===== config.mk =====
export PLATFORM = sky130hd
export DESIGN_NAME = uart_bus_master
export DESIGN_NICKNAME = d
export VERILOG_FILES = /design/src/rtl/uart_bus_master.sv
export SDC_FILE = /design/constraint.sdc
export NUM_CORES = 1
export LEC_CHECK = 0
export BUFFER_PORTS_ARGS = -buffer_cell sky130_fd_sc_hd__buf_2
export CAP_MARGIN = 10
export CORE_MARGIN = 4
export CORE_UTILIZATION = 45
export DETAILED_ROUTE_END_ITERATION = 12
export GPL_TIMING_DRIVEN = 1
export HOLD_SLACK_MARGIN = 0.06
export PLACE_DENSITY = 0.81
export SLEW_MARGIN = 20
export SYNTH_ARGS = -nofsm -noshare
export SYNTH_HDL_FRONTEND = slang
export SYNTH_SLANG_ARGS = --single-unit

===== constraint.sdc =====
create_clock -name clk -period 1.9 [get_ports clk]
set_clock_uncertainty 0.05 [all_clocks]
set_input_delay 0.38 -clock clk [delete_from_list [all_inputs] [get_ports clk]]
set_output_delay 0.38 -clock clk [all_outputs]
set_load 0.005 [all_outputs]

===== src/rtl/uart_bus_master.sv =====
`timescale 1ns/1ps
`default_nettype none
// ============================================================================
// Module   : uart_bus_master
// Brief    : Debug bridge turning host UART command frames into bus peek/poke.
// Revision : 1.0
// ============================================================================
module uart_bus_master #(
    parameter int TIMEOUT_CYCLES = 1024
) (
    input  logic        clk,
    input  logic        reset_n,
    input  logic [7:0]  rx_data,
    input  logic        rx_valid,
    output logic [7:0]  tx_data,
    output logic        tx_start,
    input  logic        tx_busy,
    output logic        mem_valid,
    output logic [31:0] mem_addr,
    output logic [31:0] mem_wdata,
    output logic [3:0]  mem_wstrb,
    input  logic        mem_ready,
    input  logic [31:0] mem_rdata,
    output logic        busy
);

    localparam int              TW           = $clog2(TIMEOUT_CYCLES + 1);
    localparam logic [TW-1:0]   c_timer_last = TW'(TIMEOUT_CYCLES - 1);
    localparam logic [TW-1:0]   c_timer_max  = {TW{1'b1}};
    localparam logic [7:0]      c_cmd_write  = 8'h57;
    localparam logic [7:0]      c_cmd_read   = 8'h52;
    localparam logic [7:0]      c_ack        = 8'h06;
    localparam logic [7:0]      c_nak        = 8'h15;

    typedef enum logic [2:0] {
        ST_IDLE  = 3'd0,
        ST_ADDR  = 3'd1,
        ST_WDATA = 3'd2,
        ST_BUS   = 3'd3,
        ST_RESP  = 3'd4,
        ST_RDATA = 3'd5
    } state_t;

    typedef enum logic [1:0] {
        TX_READY   = 2'd0,
        TX_WAIT_HI = 2'd1,
        TX_WAIT_LO = 2'd2
    } tx_phase_t;

    state_t        r_state,     w_state_nxt;
    tx_phase_t     r_tx_phase,  w_tx_phase_nxt;
    logic          r_is_write,  w_is_write_nxt;
    logic          r_status_ok, w_status_ok_nxt;
    logic [1:0]    r_byte_cnt,  w_byte_cnt_nxt;
    logic [TW-1:0] r_timer,     w_timer_nxt;
    logic [31:0]   r_addr,      w_addr_nxt;
    logic [31:0]   r_wdata,     w_wdata_nxt;
    logic [31:0]   r_rdata,     w_rdata_nxt;
    logic [7:0]    r_tx_data,   w_tx_data_nxt;
    logic          r_tx_start,  w_tx_start_nxt;

    logic [TW-1:0] w_timer_inc;
    logic          w_timer_expired;
    logic [7:0]    w_tx_byte;
    logic          w_tx_done;

    // Gap and bus timers share one saturating counter; it is cleared on every state entry that uses it.
    assign w_timer_inc     = (r_timer == c_timer_max) ? r_timer : r_timer + TW'(1);
    assign w_timer_expired = (r_timer >= c_timer_last);
    assign w_tx_byte       = (r_state == ST_RESP) ? (r_status_ok ? c_ack : c_nak) : r_rdata[31:24];
    assign w_tx_done       = (r_tx_phase == TX_WAIT_LO) && !tx_busy;

    always_ff @(posedge clk or negedge reset_n) begin
        if (!reset_n) begin
            r_state     <= ST_IDLE;
            r_tx_phase  <= TX_READY;
            r_is_write  <= 1'b0;
            r_status_ok <= 1'b0;
            r_byte_cnt  <= 2'd0;
            r_timer     <= '0;
            r_addr      <= 32'h0;
            r_wdata     <= 32'h0;
            r_rdata     <= 32'h0;
            r_tx_data   <= 8'h0;
            r_tx_start  <= 1'b0;
        end else begin
            r_state     <= w_state_nxt;
            r_tx_phase  <= w_tx_phase_nxt;
            r_is_write  <= w_is_write_nxt;
            r_status_ok <= w_status_ok_nxt;
            r_byte_cnt  <= w_byte_cnt_nxt;
            r_timer     <= w_timer_nxt;
            r_addr      <= w_addr_nxt;
            r_wdata     <= w_wdata_nxt;
            r_rdata     <= w_rdata_nxt;
            r_tx_data   <= w_tx_data_nxt;
            r_tx_start  <= w_tx_start_nxt;
        end
    end

    always_comb begin
        w_state_nxt     = r_state;
        w_tx_phase_nxt  = r_tx_phase;
        w_is_write_nxt  = r_is_write;
        w_status_ok_nxt = r_status_ok;
        w_byte_cnt_nxt  = r_byte_cnt;
        w_timer_nxt     = r_timer;
        w_addr_nxt      = r_addr;
        w_wdata_nxt     = r_wdata;
        w_rdata_nxt     = r_rdata;
        w_tx_data_nxt   = r_tx_data;
        w_tx_start_nxt  = 1'b0;

        case (r_state)
            ST_IDLE: begin
                if (rx_valid && (rx_data == c_cmd_write || rx_data == c_cmd_read)) begin
                    w_is_write_nxt = (rx_data == c_cmd_write);
                    w_byte_cnt_nxt = 2'd0;
                    w_timer_nxt    = '0;
                    w_state_nxt    = ST_ADDR;
                end
            end
            ST_ADDR: begin
                if (rx_valid) begin
                    w_addr_nxt     = {r_addr[23:0], rx_data};
                    w_timer_nxt    = '0;
                    w_byte_cnt_nxt = r_byte_cnt + 2'd1;
                    if (r_byte_cnt == 2'd3)
                        w_state_nxt = r_is_write ? ST_WDATA : ST_BUS;
                end else if (w_timer_expired) begin
                    w_state_nxt = ST_IDLE;
                end else begin
                    w_timer_nxt = w_timer_inc;
                end
            end
            ST_WDATA: begin
                if (rx_valid) begin
                    w_wdata_nxt    = {r_wdata[23:0], rx_data};
                    w_timer_nxt    = '0;
                    w_byte_cnt_nxt = r_byte_cnt + 2'd1;
                    if (r_byte_cnt == 2'd3)
                        w_state_nxt = ST_BUS;
                end else if (w_timer_expired) begin
                    w_state_nxt = ST_IDLE;
                end else begin
                    w_timer_nxt = w_timer_inc;
                end
            end
            ST_BUS: begin
                // A late mem_ready coinciding with expiry still wins.
                if (mem_ready) begin
                    w_rdata_nxt     = mem_rdata;
                    w_status_ok_nxt = 1'b1;
                    w_tx_phase_nxt  = TX_READY;
                    w_state_nxt     = ST_RESP;
                end else if (w_timer_expired) begin
                    w_status_ok_nxt = 1'b0;
                    w_tx_phase_nxt  = TX_READY;
                    w_state_nxt     = ST_RESP;
                end else begin
                    w_timer_nxt = w_timer_inc;
                end
            end
            ST_RESP, ST_RDATA: begin
                case (r_tx_phase)
                    TX_READY: begin
                        if (!tx_busy) begin
                            w_tx_start_nxt = 1'b1;
                            w_tx_data_nxt  = w_tx_byte;
                            w_tx_phase_nxt = TX_WAIT_HI;
                        end
                    end
                    TX_WAIT_HI: begin
                        if (tx_busy)
                            w_tx_phase_nxt = TX_WAIT_LO;
                    end
                    TX_WAIT_LO: begin
                        if (!tx_busy)
                            w_tx_phase_nxt = TX_READY;
                    end
                    default: w_tx_phase_nxt = TX_READY;
                endcase

                if (w_tx_done) begin
                    if (r_state == ST_RESP) begin
                        w_byte_cnt_nxt = 2'd0;
                        w_state_nxt    = (r_status_ok && !r_is_write) ? ST_RDATA : ST_IDLE;
                    end else begin
                        w_rdata_nxt    = {r_rdata[23:0], 8'h00};
                        w_byte_cnt_nxt = r_byte_cnt + 2'd1;
                        if (r_byte_cnt == 2'd3)
                            w_state_nxt = ST_IDLE;
                    end
                end
            end
            default: w_state_nxt = ST_IDLE;
        endcase
    end

    assign mem_valid = (r_state == ST_BUS);
    assign mem_wstrb = (r_state == ST_BUS && r_is_write) ? 4'hF : 4'h0;
    assign mem_addr  = r_addr;
    assign mem_wdata = r_wdata;
    assign tx_data   = r_tx_data;
    assign tx_start  = r_tx_start;
    assign busy      = (r_state != ST_IDLE);

endmodule
`default_nettype wire


* Word level (Yosys, flattened, before mapping) *
Cells that the tools add are included.

cells by class
  eq/ne operators = 24
  add/subtract/negate cells = 2
  order comparisons = 1
  bitwise gates (word level) = 1
  muxes and demuxes = 44
  reduce and logical (&&, ||, !) cells = 26

operators by type and width
  kind                                                                                    count
  32-bit 2-to-1 mux                                                                       3
  32-bit one-hot mux with 2 select lines                                                  1
  11-bit 2-to-1 mux                                                                       5
  3-bit 2-to-1 mux                                                                        12
  11-bit one-hot mux with 3 select lines                                                  1
  2-bit 2-to-1 mux                                                                        9
  3-bit inequality test (second input constant)                                           6
  8-bit by 7-bit equality test with 1-bit output (second input constant)                  2
  3-bit one-hot mux with 5 select lines                                                   1
  2-bit one-hot mux with 3 select lines                                                   2
  11-bit by 1-bit adder with 11-bit output (second input constant)                        1
  11-bit equality test (second input constant)                                            1
  11-bit by 10-bit greater-or-equal comparator with 1-bit output (second input constant)  1
  3-bit nonzero test                                                                      3
  8-bit 2-to-1 mux                                                                        1
  2-bit inequality test (second input constant)                                           4
  2-bit AND reduction                                                                     4
  4-bit AND reduction                                                                     2
  3-bit by 2-bit equality test with 1-bit output (second input constant)                  2
  3-bit equality test (second input constant)                                             2
  1-bit 2-to-1 mux                                                                        6
  3-bit AND reduction                                                                     2
  6-bit AND reduction                                                                     1
  5-bit 2-to-1 mux                                                                        1
  17 further kinds                                                                        25

storage, ports and cells
  register bits after elaboration = 125
  output and inout port bits = 79
  input port bits = 45
  word-level logic and storage cells = 109

* Logic depth before layout (Yosys ltp) *
  depth in word-level cells = 6
  depth in mapped cells = 7
  mapped depth without buffers = 6

* Worst setup path after synthesis *
OpenSTA, ideal clock, no wires.

  kind = register to register
  from = register r_state[2]
  to = register r_timer[7]
  setup slack = 0.031 ns
  buffers on the path = 1
  setup time = 0.120 ns
  data arrival time = 1.699 ns
  stages on the path, launching flop included = 7
  period minus slack after synthesis = 1.869 ns
  required time = 1.730 ns
  cells stage by stage = dfrtp_1 -> clkbuf_8 -> or3_1 -> nor4_2 -> o21bai_1 -> nor2_1 -> a31o_2

between the ends
  cells in the longest elaborated chain, start to end = 4
  elaborated cells between the ends (all ways) = 10
  those cells by class = eq/ne (5); mux (1); reduce/logical (4)

RTL lines
  what                                                                                                              line  RTL
  from (decl)                                                                                                       50    state_t r_state, w_state_nxt;
  from (signal assigned)                                                                                            87    r_state <= w_state_nxt;
  3-bit by 2-bit equality test with 1-bit output or 3-bit by 1-bit equality test with 1-bit output (tied branches)  114   case (r_state)
  2-bit OR reduction (no line)                                                                                      n/a
  3-bit nonzero test (no line)                                                                                      n/a
  3-bit AND reduction (no line)                                                                                     n/a
  to (signal assigned)                                                                                              92    r_timer <= w_timer_nxt;
  to (decl)                                                                                                         55    logic [TW-1:0] r_timer, w_timer_nxt;

Several ways; a longest one is shown, not always the timed one.
A chain may end at the register's enable or synchronous reset.

* Worst setup path after layout *
  from = register r_timer[0]
  to = register r_state[0]

between the ends
  cells in the longest elaborated chain, start to end = 4
  elaborated cells between the ends (all ways) = 7
  those cells by class = order compare (1); eq/ne (1); mux (4); reduce/logical (1)

RTL lines
  what                                                              line  RTL
  11-bit by 10-bit greater-or-equal comparator with 1-bit output *  69    assign w_timer_expired = (r_timer >= c_timer_last);
  3-bit 2-to-1 mux                                                  n/a
  3-bit 2-to-1 mux, on equally long branches                        n/a
  3-bit one-hot mux with 5 select lines                             n/a

Every way passes the cells marked *; elsewhere a longest branch is shown, timed or not.

==> results.py <==
metrics = {
    "timing": {
        "worst_pin_slew_ps": 421,
        "relSlewSlack_pct": 71.7,
        "fin_crit_sh_pct": 101,
        "final_max_slew_viol_count": 0,
        "fin_ws_ps": -25.9,
        "rsz0062_at_grt": "yes",
        "period_minus_slack_ps": 1930,
        "finalSetupViolations": 6,
        "fmax_mhz": 519,
        "finalHoldViolCount": 0,
        "timing.setup.tns_ps": -94.9,
        "holdWs_ps": 159,
    },
    "critical_path": {
        "crit_buf_inv": 1,
        "rr_startpoint": "r_timer[0]",
        "r2r_setup_slack_ps": -30,
        "path_max_fanout": 5,
        "endpoint_kind": "flop",
        "reg2regPathDepth": 7,
        "timing.critical_path.required_ps": 2140,
        "path_class": "flop to flop",
        "cp_data_arrival_time_ps": 2170,
        "path_cells": "ha_2 -> a21oi_2 -> buf_4 -> nor4_4 -> nor2_2 -> a221o_1 -> mux2_4",
        "worst_setup_path_start_kind": "flop",
        "crit_slowest_cell": "dfrtp_1",
        "r2r-end": "r_state[0]",
        "cp_top_family": "simple AND/OR/NAND/NOR gates",
        "max_stage_delay_ps": 380,
    },
    "final_layout": {
        "syn_to_final_growth_pct": 33.4,
        "nets": 661,
        "n_antenna_cell": 0,
        "layout-drive-gt1-share_pct": 46.9,
        "utilization_pct": 62.3,
    },
    "power": {
        "vdd_ir_drop_max_v": 0.000696,
        "p_per_area_mw_per_mm2": 1760,
        "p_leak_nw": 3.64,
    },
    "route": {
        "drt-vias-per-instance": 5.41,
        "route.vias.total": 4153,
        "drc": 0,
        "antenna_left": 0,
        "avgRoutedWirePerCell_um": 17.3,
        "wirelength_um": 13300,
        "drt_first_pass_iters": 5,
        "first_iter_violations": 246,
    },
    "global_route": {
        "antenna_found_initial": 1,
        "grt_pass1_vias": 4205,
        "grt_pass1_wl_um": 21400,
        "grt_start_max_net_pins": 65,
        "grt-ovfl-total": 0,
        "grtUsageTotal_pct": 19.1,
    },
    "synth": {
        "muxShareOfSynthArea_pct": 18.8,
        "synth_edf_count": 0,
        "syn_inst": 448,
        "ys.flop_type": "dfrtp_1",
        "yosysMostFrequentCell": "dfrtp_1",
        "synth-simple-area-share_pct": 10.6,
        "yosysSeqAreaShare_pct": 57.7,
        "synth_common_cells": "dfrtp_1, mux2_2, nand2_1",
        "syn_area_mm2": 0.00542,
        "yosysWarnings": 0,
        "synth_xor_area_share_pct": 1.45,
        "synthTopCellsByArea": "dfrtp_1, mux2_2, mux2i_1, o21ai_0, nand2_1",
        "yosys.area.top_type": "dfrtp_1",
        "synth_fp_nets": 495,
        "async_reset_ff_share_pct": 100,
        "yosys_register_bits": 125,
        "synthAdderAreaFrac_pct": 0.462,
        "synth_compound_area_share_pct": 7.94,
        "synth_top_area_share_pct": 57.7,
        "ys_types": 53,
        "syn_area_per_cell_um2": 12.1,
        "synth_top_family_by_area": "multiplexers",
    },
    "cts": {
        "clock_path_buffers": 2,
        "cts_tree": "built",
        "cts_root_buffer": "clkbuf_16",
        "clock_latency_ps": 410,
        "clock_sinks": 125,
        "path_clk_slew_ps": 50,
        "htree_levels": 4,
        "numCtsBuffers": 17,
    },
    "status": {
        "violations": "setup timing",
        "run_status": "complete, but fails checks",
    },
    "floorplanning": {
        "die-area_mm2": 0.0139,
        "ios": 124,
        "start_util_pct": 46.7,
        "die_x_um": 118,
        "num_rows": 39,
        "core_mm2": 0.0116,
        "die_h_um": 118,
    },
    "place": {
        "place.gp.congestion": 0.859,
        "io_buffer_count": 123,
        "dp_hpwl_um": 8520,
    },
    "min_path": {
        "min_to": "r_rdata[7]",
        "min_path_type": "input port to flop",
        "holdPathStages": 3,
        "worstHoldStart": "mem_rdata[7]",
    },
    "run": {
        "maxCapViolCount": 0,
    },
}
worst max path at each step:
stage               slack, ps         end  cells past startpoint  startpoint
finish                    -30  r_state[0]                      7  r_timer[0]
global route             -140  r_state[0]                      7  r_timer[0]
CTS                       -20        busy                      3  r_state[1]
detailed placement        -80  r_timer[3]                      7  rx_data[5]
global placement          -40  r_state[0]                      7  rx_data[5]
floorplan                  30  r_timer[7]                      6  r_state[2]
report_power, final:
part	internal, W	switching, W	total [W]
registers	0.00383	0.000772	0.00460
logic	0.00258	0.00234	0.00492
clock network	0.00214	0.00106	0.00321
per-layer routing:
metal	share of wire [%]	up-vias	GRT usage, %	wire length (µm)
li1	-	1913	-	-
met1	41	2043	23.9	5390
met2	52	156	31.7	6850
met3	5.1	39	5.24	677
met4	2.6	2	7.18	348
met5	0.090	-	0	12
placed cells by master (no fill, tap or decap), drive strengths merged, types with 2 or more instances in the layout:
cell / n
buf: 171
dfrtp: 125
mux2: 67
nand2: 49
o21ai: 40
mux2i: 26
nor2: 24
clkbuf: 23
a21oi: 12
nand3: 10
inv: 9
xnor2: 8
nor3: 6
nor4: 6
clkinv: 3
bufinv: 3
or3: 3
o21bai: 3
and3: 3
o32ai: 2
nor2b: 2
nor4b: 2
and2: 2
ha: 2
cells by family after synthesis:
logic type               count (synthesis)
AO/OA/AOI/OAI                           72
XOR/XNOR                                 9
adder cells (fa/ha/maj)                  2
buffers and inverters                   34
flip-flops                             125
multiplexers                            93
AND/OR/NAND/NOR                        113
timing repair:
item                       in CTS  in global routing
hold endpoints to repair       26                  0
hold buffers                    1                  0
setup endpoints to repair      41                 53
pin swaps                       1                  5
buffers inserted                6                  8
gates resized for setup        14                 14
gates cloned                    0                  0
metrics by stage:
stage | instance area, µm² | instances | setup WS [ps] | power, W
2_1_floorplan | 5420 | 448 | 30.8 | 0.00715
5_1_grt | 7230 | 768 | -141 | 0.0135
3_3_place_gp | 6430 | 723 | -41.9 | 0.00871
6_report | 7230 | 768 | -25.9 | 0.0127
3_5_place_dp | 6430 | 723 | -79.8 | 0.00896
4_1_cts | 7130 | 760 | -19.4 | 0.0125
sequential cells by signal, indices dropped and copies added, names as in the netlist:
register	cells
r_rdata	32
r_tx_phase	2
r_timer	11
r_status_ok	1
mem_wdata	32
mem_addr	32
r_byte_cnt	2
r_state	3
r_is_write	1
tx_start	1
tx_data	8
cell type report:
| cell class | count | area (µm²) |
|---|---|---|
| timing repair buffer | 172 | 1080 |
| fill | 849 | 4380 |
| clock inverter | 7 | 113 |
| sequential | 125 | 3130 |
| tap | 143 | 179 |
| multi-input combinational | 289 | 2210 |
| clock buffer | 23 | 478 |
| inverter | 9 | 36.3 |
worst min-delay path, stage by stage:
cell     delay [ps]
buf_2           100
nand2_1          40
o21ai_0          60
(Power assumes the default switching activity.)
